==> src/rtl/alu_seq.sv <==
// alu_seq: multi-cycle ALU sequencer with Y/Z capture; optional DIV_ZERO_TRAP_EN aborts divide-by-zero with error
module alu_seq (
   input  logic        clk,
   input  logic        clr,
   input  logic        start,
   input  logic [4:0]  opcode,
   input  logic [31:0] bus_in,
   input  logic [31:0] alu_chigh,
   input  logic [31:0] alu_clow,
   output logic [31:0] y_out,
   output logic [12:0] alu_op,
   output logic        rb_out,
   output logic        rc_out,
   output logic        ra_in,
   output logic        hi_in,
   output logic        lo_in,
   output logic [31:0] bus_out,
   output logic        zlo_out,
   output logic        zhi_out,
   output logic        busy,
   output logic        done,
   output logic        error
);
   typedef enum logic [2:0] {IDLE, LOAD_Y, EXEC, WB_LO, WB_HI} state_t;
   state_t state, state_n;
   logic [4:0]  op_q;
   logic [63:0] z;
   logic        err_q;
   logic        legal, unary_in, unary, wide, trap;
   function automatic logic [12:0] dec(input logic [4:0] op);
      case (op)
         5'b00011: dec = 13'h0001;
         5'b00100: dec = 13'h0002;
         5'b01111: dec = 13'h0004;
         5'b10000: dec = 13'h0008;
         5'b01010: dec = 13'h0010;
         5'b01011: dec = 13'h0020;
         5'b00101: dec = 13'h0040;
         5'b00110: dec = 13'h0080;
         5'b00111: dec = 13'h0100;
         5'b01000: dec = 13'h0200;
         5'b01001: dec = 13'h0400;
         5'b10001: dec = 13'h0800;
         5'b10010: dec = 13'h1000;
         default:  dec = 13'h0000;
      endcase
   endfunction
   assign legal    = |dec(opcode);
   assign unary_in = opcode == 5'b10001 || opcode == 5'b10010;
   assign unary    = op_q == 5'b10001 || op_q == 5'b10010;
   assign wide     = op_q == 5'b01111 || op_q == 5'b10000;
`ifdef DIV_ZERO_TRAP_EN
   assign trap = state == EXEC && op_q == 5'b10000 && bus_in == 32'h0;
`else
   assign trap = 1'b0;
`endif
   // state register
   always_ff @(posedge clk)
      if (clr) state <= IDLE;
      else     state <= state_n;
   // sequencing: IDLE dispatch, fixed walk through load/exec/writeback
   always_comb begin
      state_n = state;
      case (state)
         IDLE:    if (start && legal) state_n = unary_in ? EXEC : LOAD_Y;
         LOAD_Y:  state_n = EXEC;
         EXEC:    state_n = trap ? IDLE : WB_LO;
         WB_LO:   state_n = wide ? WB_HI : IDLE;
         default: state_n = IDLE;
      endcase
   end
   // opcode latch, Y/Z capture and the registered error pulse
   always_ff @(posedge clk)
      if (clr) begin
         op_q  <= '0;
         y_out <= '0;
         z     <= '0;
         err_q <= 1'b0;
      end else begin
         if (state == IDLE && start) op_q <= opcode;
         if (state == LOAD_Y) y_out <= bus_in;
         if (state == EXEC && !trap) z <= {alu_chigh, alu_clow};
         err_q <= (state == IDLE && start && !legal) || trap;
      end
   // Moore strobes from state and latched opcode
   always_comb begin
      busy    = state != IDLE;
      rb_out  = state == LOAD_Y || (state == EXEC && unary);
      rc_out  = state == EXEC && !unary;
      alu_op  = state == EXEC ? dec(op_q) : 13'h0;
      zlo_out = state == WB_LO;
      zhi_out = state == WB_HI;
      lo_in   = state == WB_LO && wide;
      ra_in   = state == WB_LO && !wide;
      hi_in   = state == WB_HI;
      done    = ra_in || hi_in;
      bus_out = zlo_out ? z[31:0] : zhi_out ? z[63:32] : 32'h0;
      error   = err_q;
   end
endmodule

==> config.mk <==
export PLATFORM = sky130hd
export DESIGN_NAME = alu_seq
export DESIGN_NICKNAME = d
export VERILOG_FILES = /design/src/rtl/alu_seq.sv
export SDC_FILE = /design/constraint.sdc
export NUM_CORES = 1
export LEC_CHECK = 0
export BUFFER_PORTS_ARGS = -buffer_cell sky130_fd_sc_hd__buf_2
export CAP_MARGIN = 20
export CELL_PAD_IN_SITES_DETAIL_PLACEMENT = 2
export CELL_PAD_IN_SITES_GLOBAL_PLACEMENT = 2
export CORE_MARGIN = 2
export CORE_UTILIZATION = 23
export DETAILED_ROUTE_END_ITERATION = 10
export GPL_ROUTABILITY_DRIVEN = 0
export PLACE_DENSITY_LB_ADDON = 0.12
export SLEW_MARGIN = 5
export SYNTH_ARGS = -nofsm -noshare
export SYNTH_HDL_FRONTEND = slang
export SYNTH_SLANG_ARGS = --single-unit
==> constraint.sdc <==
create_clock -name clk -period 1.4 [get_ports clk]
set_input_delay 0.07 -clock clk [delete_from_list [all_inputs] [get_ports clk]]
set_output_delay 0.07 -clock clk [all_outputs]
set_load 0.02 [all_outputs]
==> Yosys cells after proc, flatten, opt, wreduce, memory -nomap -nowiden <==
Memory sizes are Yosys's and may differ from the RTL's. A register that Yosys moved wholly into a read port is not among the register bits.
Index checks and enable logic that the tools add are counted.
{ "word_totals": {"elab_cells": 45, "mem_count": 2, "mem_bits_ro": 832, "register_bits": 105} }
{ "mem_list": {"columns": ["memory", "depth", "width", "read_ports", "rd_ports_with_merged_regs", "write_ports", "line_no", "rtl"], "rows": [
  ["(no name shown)", 32, 13, 1, 1, 0, "31", "case (op)"],
  ["(no name shown)", 32, 13, 1, 0, 0, "31", null]
]} }
{ "classes": {"n_reduce_logical": 18, "muxes": 9, "n_eq_ne": 11} }
{ "ops": {"columns": ["cell", "count"], "rows": [
  ["32-bit 2-to-1 mux", 2],
  ["5-bit equality test (second input constant)", 5],
  ["13-bit 2-to-1 mux", 1],
  ["13-bit OR reduction", 1],
  ["3-bit one-hot mux with 4 select lines", 1],
  ["5-bit 2-to-1 mux", 2],
  ["1-bit logical AND", 7],
  ["3-bit by 2-bit equality test with 1-bit output (second input constant)", 2],
  ["3-bit 2-to-1 mux", 2],
  ["5-bit by 4-bit equality test with 1-bit output (second input constant)", 1],
  ["1-bit logical OR", 5],
  ["3-bit by 1-bit equality test with 1-bit output (second input constant)", 1],
  ["3-bit equality test (second input constant)", 1],
  ["1-bit logical NOT", 3],
  ["3-bit logical NOT", 1],
  ["3-bit nonzero test", 1],
  ["2-bit 2-to-1 mux", 1],
  ["2-bit != test (second input constant)", 1]
]} }

==> Longest topological paths before layout <==
Gate-level depths: netlist (run 1).
{ "depth": {"word_depth": 5, "depth_mapped": 6, "depth_no_buf": 3} }

==> Worst setup path after synthesis (run 1) <==
Ideal clock, no wire load.
{ "synth_path": {"path_kind": "flip-flop to output port", "from": "reg state[1]", "to": "out rb_out", "arrival_ns": 1.609, "t_required_ns": 1.330, "n_path_buf": 3, "setup_slack_ns": -0.279, "path_stages_with_launch": 6, "path_cell_list": "dfxtp_1 buf_2 or3b_2 buf_2 buf_2 o21ai_1"} }
{ "synth_between": {"elab_chain_len": 3, "elab_cells_between_ends": 4, "classes_between": "2 x eq/ne; 2 x reduce/logical"} }
{ "synth_rtl": {"columns": ["element", "line_no", "rtl"], "rows": [
  ["from (decl)", "25", "state_t state, state_n;"],
  ["from (signal assigned)", "60", "else state <= state_n;"],
  ["3-bit by 2-bit equality test with 1-bit output", "88", "rb_out = state == LOAD_Y || (state == EXEC && unary);"],
  ["1-bit logical AND", "88", null],
  ["1-bit logical OR (*)", "88", null],
  ["to (decl)", "12", "output logic rb_out,"]
]} }
Every way passes the cells marked *; elsewhere a longest branch is shown, timed or not.

==> Worst setup path in the final report (run 1) <==
{ "layout_path": {"from": "reg state[0]", "to": "out bus_out[19]"} }
{ "layout_between": {"elab_chain_len": 3, "elab_cells_between_ends": 4, "classes_between": "2 x eq/ne; 2 x mux"} }
{ "layout_rtl": {"columns": ["element", "line_no", "rtl"], "rows": [
  ["3-bit equality test", "92", "zhi_out = state == WB_HI;"],
  ["32-bit 2-to-1 mux", "97", "bus_out = zlo_out ? z[31:0] : zhi_out ? z[63:32] : 32'h0;"],
  ["32-bit 2-to-1 mux (*)", "97", null],
  ["to (decl)", "17", "output logic [31:0] bus_out,"]
]} }
Marked as above.

==> results.md, run 1 <==
- Post-synth cell types: 33
- XOR/XNOR Fraction of Synth Area: 0%
- Pin count of the biggest net entering global routing: 65
- Compound-Gate Fraction of Synth Area: 19.4%
- Adder-Cell Fraction of Synth Area: 0%
- Via Count: 5774
- CTS Buf Count: 17
- Ant. Diodes: 0
- Layout cells sized above 1: 54.4%
- Worst path cell trace: buf_6, nor2_4, and2_4, buf_16, a22o_1, buf_6
- YS warnings: 0
- Starting Density: 23.5%
- Maximum VDD drop: 0.804 mV
- Pins Over Slew Limit: 0
- Worst skew pair latency: 0.42 ns
- Clk sinks: 118
- Crit path DAT: 1.67 ns
- Mapped Area: 4770 sq um
- Post-Layout Cell Count: 1232
- Vias/cell: 4.69
- Total detailed-routing wirelength: ~25000 um
- Clk Tree Root Cell: clkbuf_16
- Clk buf depth: 2
- Worst hold slack: 0.0510 ns
- Mapped Cells: 607
- H-tree depth: 4
- Final min period: roughly 1.7 ns
- PortBufs: 190
- Wire per inst: 20.6 um
- Status: finished, violations left
- Area Overhead vs Synth: 109%
- Worst hold path type: input pin to flop
- Max Cap Violations: 0
- Total GRT Usage: about 22%
- DRC: 0
- Startpoint types: flop
- Ranking of synthesized cells by area: dfxtp_1 50%, nand2_1 16%, a21oi_1 12%
- Unrepaired setup endpoints after global routing: true
- Achievable Freq: roughly 570 MHz
- Final worst slack: -0.344 ns
- DP Area: between 6000 and 7000 sq um
- GRT overflow: 0
- Rel. slew slack: about half
- Row cnt: between 50 and 60
- Yosys reg bits: about 120
- Dominant cell type by area after synthesis: dfxtp_1
- Share of the synthesized area in the top cell type: 49.6%
- Core ar.: 20300 sq um
- Worst setup path category: flop to primary output
- Crit-path max FO: 10
- Final #Nets: between 1000 and 1500
- Number of setup violations in the final report: 169
- Vias in the first global route: 6667
- Slew @ Worst Pin: 0.731 ns
- Syn nets: 711
- Mux contribution to synthesized area: 0%
- Final count of hold timing violations: 0
- TritonCTS clock tree: done
- Post-Synth Simple-Gate Area: 26.2%
- Sequential area share after synthesis: 49.6%
- Failing checks: setup timing
- DRT Pass-1 Iters: 4
- Top Ports: 191
- Req. time, crit path: ~1.3 ns
- CP dominant cell by count: buf_6
- Die area: 21900 sq um
- Detailed Place HPWL: between 10000 and 15000 um
- Clock Skew: approximately 0.012 ns
- Mean post-synth cell area: 7.85 sq um
- CP endpoint kind: primary output
- Die X: between 100 and 150 um
- Design area: 9980 sq um
- Pwr Density: ~1000 nW/um^2
- Post-route ant nets: 0
- Die Span Y: 148 um
- Number of DRC markers in iteration 0: 153
- Leak: 0.00425 uW
- Placed Cells: between 1000 and 1500
- First-pass GRT wire length: 37300 um
- Worst path slowest cell: dfxtp_2
- Delay-heaviest family, CP: buffers and inverters
- CP peak stage delay: 0.36 ns
- Largest family of logic cells by synthesized area: simple AND/OR/NAND/NOR gates
- Worst-path clk slew: 0.05 ns
- Buf/Inv on CP: 3
- Period utilization: 125%
- Initial antenna violation count: 0
## power by group
| part | internal (uW) | switching [uW] | total [uW] |
|---|---|---|---|
| Sequential | 3520 | 109 | 3630 |
| Clock | 2860 | 1730 | 4590 |
| Combinational | 994 | 1070 | 2060 |
| Total | 7370 | 2910 | 10300 |
## what timing repair did
item,CTS,global route
gates resized for setup,300,135
pin swaps,119,96
cloned,11,2
hold endpoints to repair,98,0
buffers inserted,22,14
setup endpoints to repair,143,171
hold buffers,98,0
## cell type report
class,count,area (sq um)
Timing Repair Buffer,373,3350
Tap cell,270,338
Inverter,1,3.75
Sequential cell,118,2370
Multi-Input combinational cell,438,3300
Fill cell,2098,10300
Clock buffer,18,439
Clock inverter,14,175
## logic make-up after synthesis
kind of cell | after synthesis
AO/OA/AOI/OAI | 157
buffers and inverters | 51
flip-flops | 118
AND/OR/NAND/NOR | 281
## final timing paths
check | start | to | slack [ns] | cells after the start
hold / removal | start | state[1] | 0.05 | 3
setup / recovery | state[0] | bus_out[19] | -0.34 | 6
setup reg to reg | state[1] | flop | -0.29 | 3
hold reg to reg | y_out[7] | y_out[7] | 0.46 | 2
## worst register-to-register path, stage by stage (launching register included)
cell     delay, ns
dfxtp_4       0.37
or4b_4        0.58
or4_1         0.49
a21oi_1       0.17
## cell usage after synthesis, drive strengths merged
| cell | count |
|---|---|
| nand2 | 205 |
| dfxtp | 118 |
| a21oi | 117 |
| a22o | 32 |
| clkbuf | 27 |
| buf | 23 |
| nand3 | 22 |
| and2 | 17 |
| nor3b | 8 |
| nor2 | 6 |
| nor2b | 4 |
| nand2b | 3 |
| nand4 | 3 |
| nor3 | 3 |
| o21ai | 3 |
| nor4 | 2 |
| or3b | 2 |
| or4b | 2 |
| a2111oi | 1 |
| a21o | 1 |
| a22oi | 1 |
| and4b | 1 |
| inv | 1 |
| nor4b | 1 |
| o211ai | 1 |
| o31a | 1 |
| or3 | 1 |
| or4 | 1 |
## through the flow
stage          utilization (%)  total power (uW)  setup TNS [ns]  setup slack [ns]
2_1_floorplan                -              4250           -3.37            -0.101
3_3_place_gp              31.8              4750          -0.702           -0.0813
3_5_place_dp              31.8              4800           -5.77            -0.224
4_1_cts                   47.0             10100          -34.71            -0.378
5_1_grt                   49.2             10700          -46.63            -0.417
6_report                  49.2             10300          -34.27            -0.344
## routing by layer
layer	vias up	track usage, %	part of all wire [%]
met1	2877	24.2	40
li1	2737	-	-
met3	28	4.26	3.5
met5	-	0	0
met2	132	43.0	55
met4	0	5.24	1.4
## layout by cell type, fill, tap and decap left out, types with 4 or more instances in the layout
master and n:
a22o_1 30, buf_12 19, nand2_4 57, nand3_2 10, dfxtp_2 7, dfxtp_1 110, clkinvlp_4 6, a21oi_1 38
a21oi_2 76, nand2_1 133, nand2_2 15, nand3_4 9, and2_4 16, clkbuf_16 19, nor3b_1 4, buf_6 66
dlygate4sd3_1 98, buf_2 136, buf_16 5, buf_4 44
Power figures use the tool's default switching activity.
==> run 2: changes to the inputs <==
ABC_AREA = 1   (was unset)
==> results.md, run 2 <==
- Status: finished, violations left
- Failing checks: setup timing
- DRT Pass-1 Iters: 4
- Startpoint types: flop
- Rel. slew slack: 73.7%
- Achievable Freq: 599 MHz
- CP endpoint kind: primary output
- Die area: about 22000 sq um
- Worst hold path type: input pin to flop
- Starting Density: a little under a quarter
- Crit-path max FO: 11
- Max Cap Violations: 0
- Final worst slack: -0.269 ns
- Worst skew pair latency: 0.42 ns
- Syn nets: 728
- Leak: 0.00375 uW
- Final count of hold timing violations: 0
- DP Area: 6300 sq um
- Maximum VDD drop: 0.819 mV
- PortBufs: 190
- TritonCTS clock tree: done
- Setup_tns: -18.50 ns
- GRT overflow: 0
- Most common cell in the synthesized netlist: inv_1
- Most common cell after layout, fill and taps aside: buf_2
- Number of synthesized flops with an enable pin: 0
- Dominant cell type by area after synthesis: dfxtp_1
- Number of setup violations in the final report: 129
- Initial antenna violation count: 0
- Combinational power share: 19.4%
- Worst hold slack: 0.0492 ns
- Total GRT Usage: 18.4%
- Via Count: 5452
- Mean post-synth cell area: 7.54 sq um
- Unrepaired setup endpoints after global routing: true
- Slew @ Worst Pin: 0.395 ns
- Clock power frac: between 40% and 50%
- Clk buf depth: 2
- Worst-path clk slew: approximately 0.050 ns
- Clock Skew: 0.00950 ns
- Final min period: approximately 1.7 ns
- Mapped Area: 4700 sq um
- Die X: 147 um
- Period utilization: 119%
- Sequential area share after synthesis: 50.2%
- CTS Buf Count: 17
- Top Ports: ~190
- Share of the synthesized area in the top cell type: between 50 and 60%
- Vias/cell: 4.48
- Commonest register cell after synthesis: dfxtp_1
- Worst path cell trace: nor2_4, nand2_2, buf_4, o22ai_4, buf_6
- Pwr Density: 1090 nW/um^2
- Reg power frac: a little over a third
- Row cnt: 52
- Power, Total: 10300 uW
- CP peak stage delay: 0.36 ns
- First-pass GRT wire length: 31300 um
- Number of DRC markers in iteration 0: between 100 and 150
- Pre-CTS setup slack: -0.0529 ns
- Total detailed-routing wirelength: 22700 um
- Mapped Cells: 624
- Ranking of synthesized cells by area: dfxtp_1 50%, inv_1 11%, a21oi_1 10%
- Pin count of the biggest net entering global routing: 59
- Psw: 2880 uW
- Clk Tree Root Cell: clkbuf_16
- Vias in the first global route: 5951
- P_int: roughly 7400 uW
- Most frequent cells in the layout: 136 x buf_2, 128 x inv_1, 112 x dfxtp_1, 99 x dlygate4sd3_1, 61 x a21oi_1
- Fillcell total: 2165
- Synth async-reset ratio: 0%
- H-tree depth: 4
- Req. time, crit path: roughly 1.3 ns
- Final #Nets: 1041
- Die Span Y: 147 um
- Worst path slowest cell: dfxtp_4
- Post-synth cell types: 24
- Crit path DAT: 1.60 ns
- Yosys reg bits: 118
- Sw frac: 27.9%
- Layout cells sized above 1: 46.2%
- Detailed Place HPWL: 12200 um
- Wire per inst: 18.6 um
- Worst setup path category: flop to primary output
- Ant. Diodes: 0
- Design area: 9490 sq um
- DRC: 0
- Area Overhead vs Synth: 102%
- Commonest cells in the netlist: 134 x inv_1, 118 x dfxtp_1, 97 x a21oi_1, 97 x o21ai_0, 43 x nor2_1
- Clk sinks: between 100 and 150
- Core ar.: 20200 sq um
- Post-route ant nets: 0
- YS warnings: 0
- Pins Over Slew Limit: 0
run 2: final timing paths:
| kind | startpoint | end | slack (ns) | cells past startpoint |
|---|---|---|---|---|
| max reg2reg | state[1] | z[5] | -0.24 | 8 |
| min | start | state[1] | 0.05 | 5 |
| max | state[0] | bus_out[19] | -0.27 | 5 |
| min reg2reg | y_out[4] | y_out[4] | 0.44 | 2 |
run 2: logic make-up after synthesis:
kind of cell	Yosys count	synth area share (%)
compound gates	230	25.4
buf+inv	179	14.8
flops	118	50.2
simple gates	97	9.58
run 2: final cells by class:
type,count,area (sq um),share of cell area (%)
clock buffers,22,484,5.10
clock inverters,8,123,1.29
inverters,139,547,5.76
multi-input cells,327,2640,27.9
flip-flops and latches,118,2380,25.1
well taps,270,338,3.56
repair buffers,334,2970,31.3
run 2: repair_timing:
action	4_1_cts	5_1_grt
hold buffers	96	3
endpoints found under the setup margin	69	140
setup buffers	6	9
cloned	3	11
resized for setup	107	269
endpoints found under the hold margin	99	3
pin swaps	5	11
run 2: routing by layer:
layer | global-route usage [%] | part of all wire (%)
met5 | 0 | 0
met4 | 7.31 | 3.1
met3 | 4.44 | 3.9
met2 | 33.7 | 54
met1 | 20.4 | 39
run 2: power by group through the flow:
stage / clock (uW) / combinational [uW] / sequential, uW
6_report: 4570 / 2000 / 3730
5_1_grt: 4870 / 2180 / 3770
4_1_cts: 4630 / 1590 / 3730
3_5_place_dp: 0 / 1300 / 3790
3_3_place_gp: 0 / 1250 / 3770
2_1_floorplan: 0 / 649 / 3900
run 2: critical path, delay by kind of cell (launching register included):
kind | cells | cell delay [ns]
DFF | 1 | 0.36
and+or+nand+nor | 2 | 0.26
buffers and inverters | 2 | 0.37
AOI/OAI and AO/OA | 1 | 0.19
run 2: stage by stage:
step           util [%]  cells
5_1_grt            47.0   1218
6_report           47.0   1218
3_5_place_dp       31.2   1060
3_3_place_gp       31.2   1060
2_1_floorplan         -    624
4_1_cts            41.3   1195
==> run 3: changes to the inputs <==
SKIP_CTS_REPAIR_TIMING = 1   (was unset)
==> results.md, run 3 (synthesized netlist as in run 2, its figures left out) <==
- Status: finished, violations left
- Failing checks: hold timing, setup timing
- Period utilization: 120%
- Achievable Freq: a little under 600 MHz
- Worst skew pair latency: ~0.42 ns
- Core ar.: approximately 20000 sq um
- Number of setup violations in the final report: 94
- Clock power frac: between 40% and 50%
- Startpoint types: flop
- Total GRT Usage: 15.7%
- Clk buf depth: 2
- Fillcell total: 2152
- Leak: ~0.0037 uW
- Maximum VDD drop: a little over 0.8 mV
- Placed Cells: between 1000 and 1500
- First-pass GRT wire length: 26800 um
- DRT Pass-1 Iters: 4
- Crit-path max FO: 11
- Req. time, crit path: about 1.3 ns
- Die X: approximately 150 um
- Rel. slew slack: about two thirds
- Clk Tree Root Cell: clkbuf_16
- CP endpoint kind: primary output
- Clock Skew: ~0.011 ns
- Worst hold slack: -0.0514 ns
- DRC: 0
- Clk sinks: 118
- P_int: 7430 uW
- Post-route ant nets: 0
- Worst setup path category: flop to primary output
- Area Overhead vs Synth: 98.0%
- Final count of hold timing violations: 5
- M2 GR Usage: 27.5%
- Row cnt: 52
- GRT overflow: 0
- Most common cell after layout, fill and taps aside: buf_2
- Final #Nets: slightly above 1000
- Worst-path clk slew: 0.06 ns
- Unrepaired setup endpoints after global routing: true
- GRT busiest layer: met2
- Vias in the first global route: 5298
- Starting Density: about a quarter
- Wire per inst: about 18 um
- Combinational power share: between 10% and 20%
- Top Ports: 191
- Psw: 2890 uW
- Vias/cell: 4.49
- Pins Over Slew Limit: 0
- Initial antenna violation count: 1
- Number of DRC markers in iteration 0: about 120
- Layout cells sized above 1: 48.7%
- Pwr Density: 1110 nW/um^2
- Sw frac: 28.0%
- CTS Buf Count: 17
- Die area: 21600 sq um
- Reg power frac: 36.2%
- GR Util met3: 4.44%
- Pre-CTS setup slack: -0.0529 ns
- PortBufs: 190
- Die Span Y: 147 um
- Pin count of the biggest net entering global routing: 59
- Slew @ Worst Pin: 0.478 ns
- H-tree depth: 4
- Detailed Place HPWL: 12200 um
- Via Count: 5431
- Max Cap Violations: 0
- Final worst slack: -0.276 ns
- Setup_tns: -15.36 ns
- Total detailed-routing wirelength: 22200 um
- Final min period: 1.68 ns
- Crit path DAT: 1.61 ns
- Worst hold path type: input pin to flop
- TritonCTS clock tree: done
- Most frequent cells in the layout: 138 x buf_2, 126 x inv_1, 111 x dfxtp_1, 89 x dlygate4sd3_1, 68 x a21oi_1
- Grt met1 use: 17.8%
- Post-Layout Cell Count: 1209
run 3: changes by cell type in the layout (fill, tap and decap cells not counted), moves of 9 or more:
cell,change
dlygate4sd3_1,-10
nand2_1,-13
nor2_1,-9
o21ai_2,+9
o21ai_4,-11
run 3: metal layers:
layer  vias to the layer above  routed length (um)  share of wire [%]
li1                       2614                   -                  -
met1                      2653                8400                 38
met2                       133               12400                 56
met3                        31                 845                3.8
met4                         0                 505                2.3
met5                         -                   0                  0
run 3: per-stage QoR:
| step | total power [uW] | cell area [sq um] | utilization [%] |
|---|---|---|---|
| finish | 10300 | 9310 | 46.2 |
| global route | 10800 | 9310 | 46.2 |
| CTS | 9660 | 6900 | 34.2 |
| detailed placement | 5090 | 6300 | 31.2 |
| global placement | 5020 | 6300 | 31.2 |
| floorplan | 4550 | 4960 | - |
run 3: critical path: stages (launching register included):
cell	delay, ns
dfxtp_4	0.36
nor2_4	0.16
nand2_4	0.10
buf_4	0.22
o22ai_2	0.19
buf_6	0.15
run 3: final timing paths:
path | from | end | slack, ns | depth (start not counted)
worst min register to register | y_out[4] | y_out[4] | 0.44 | 2
worst max-delay path | state[0] | bus_out[22] | -0.28 | 5
worst min-delay path | alu_clow[16] | z[16] | -0.05 | 3
worst max register to register | state[0] | flop | -0.25 | 11
run 3: power groups by stage:
| stage | combinational, uW | sequential (uW) | clock, uW |
|---|---|---|---|
| 5_1_grt | 2200 | 3760 | 4880 |
| 6_report | 2020 | 3730 | 4560 |
| 2_1_floorplan | 649 | 3900 | 0 |
| 3_5_place_dp | 1300 | 3790 | 0 |
| 4_1_cts | 1310 | 3720 | 4630 |
| 3_3_place_gp | 1250 | 3770 | 0 |
run 3: final cells by class:
type / instances / area [sq um] / area share (%)
Antenna cell: 1 / 2.50 / 0.0269
Timing Repair Buffer: 323 / 2800 / 30.1
Sequential cell: 118 / 2380 / 25.5
Clock buffer: 22 / 484 / 5.20
Inverter: 139 / 557 / 5.98
Clock inverter: 8 / 123 / 1.32
Multi-Input combinational cell: 328 / 2630 / 28.2
Tap cell: 270 / 338 / 3.63
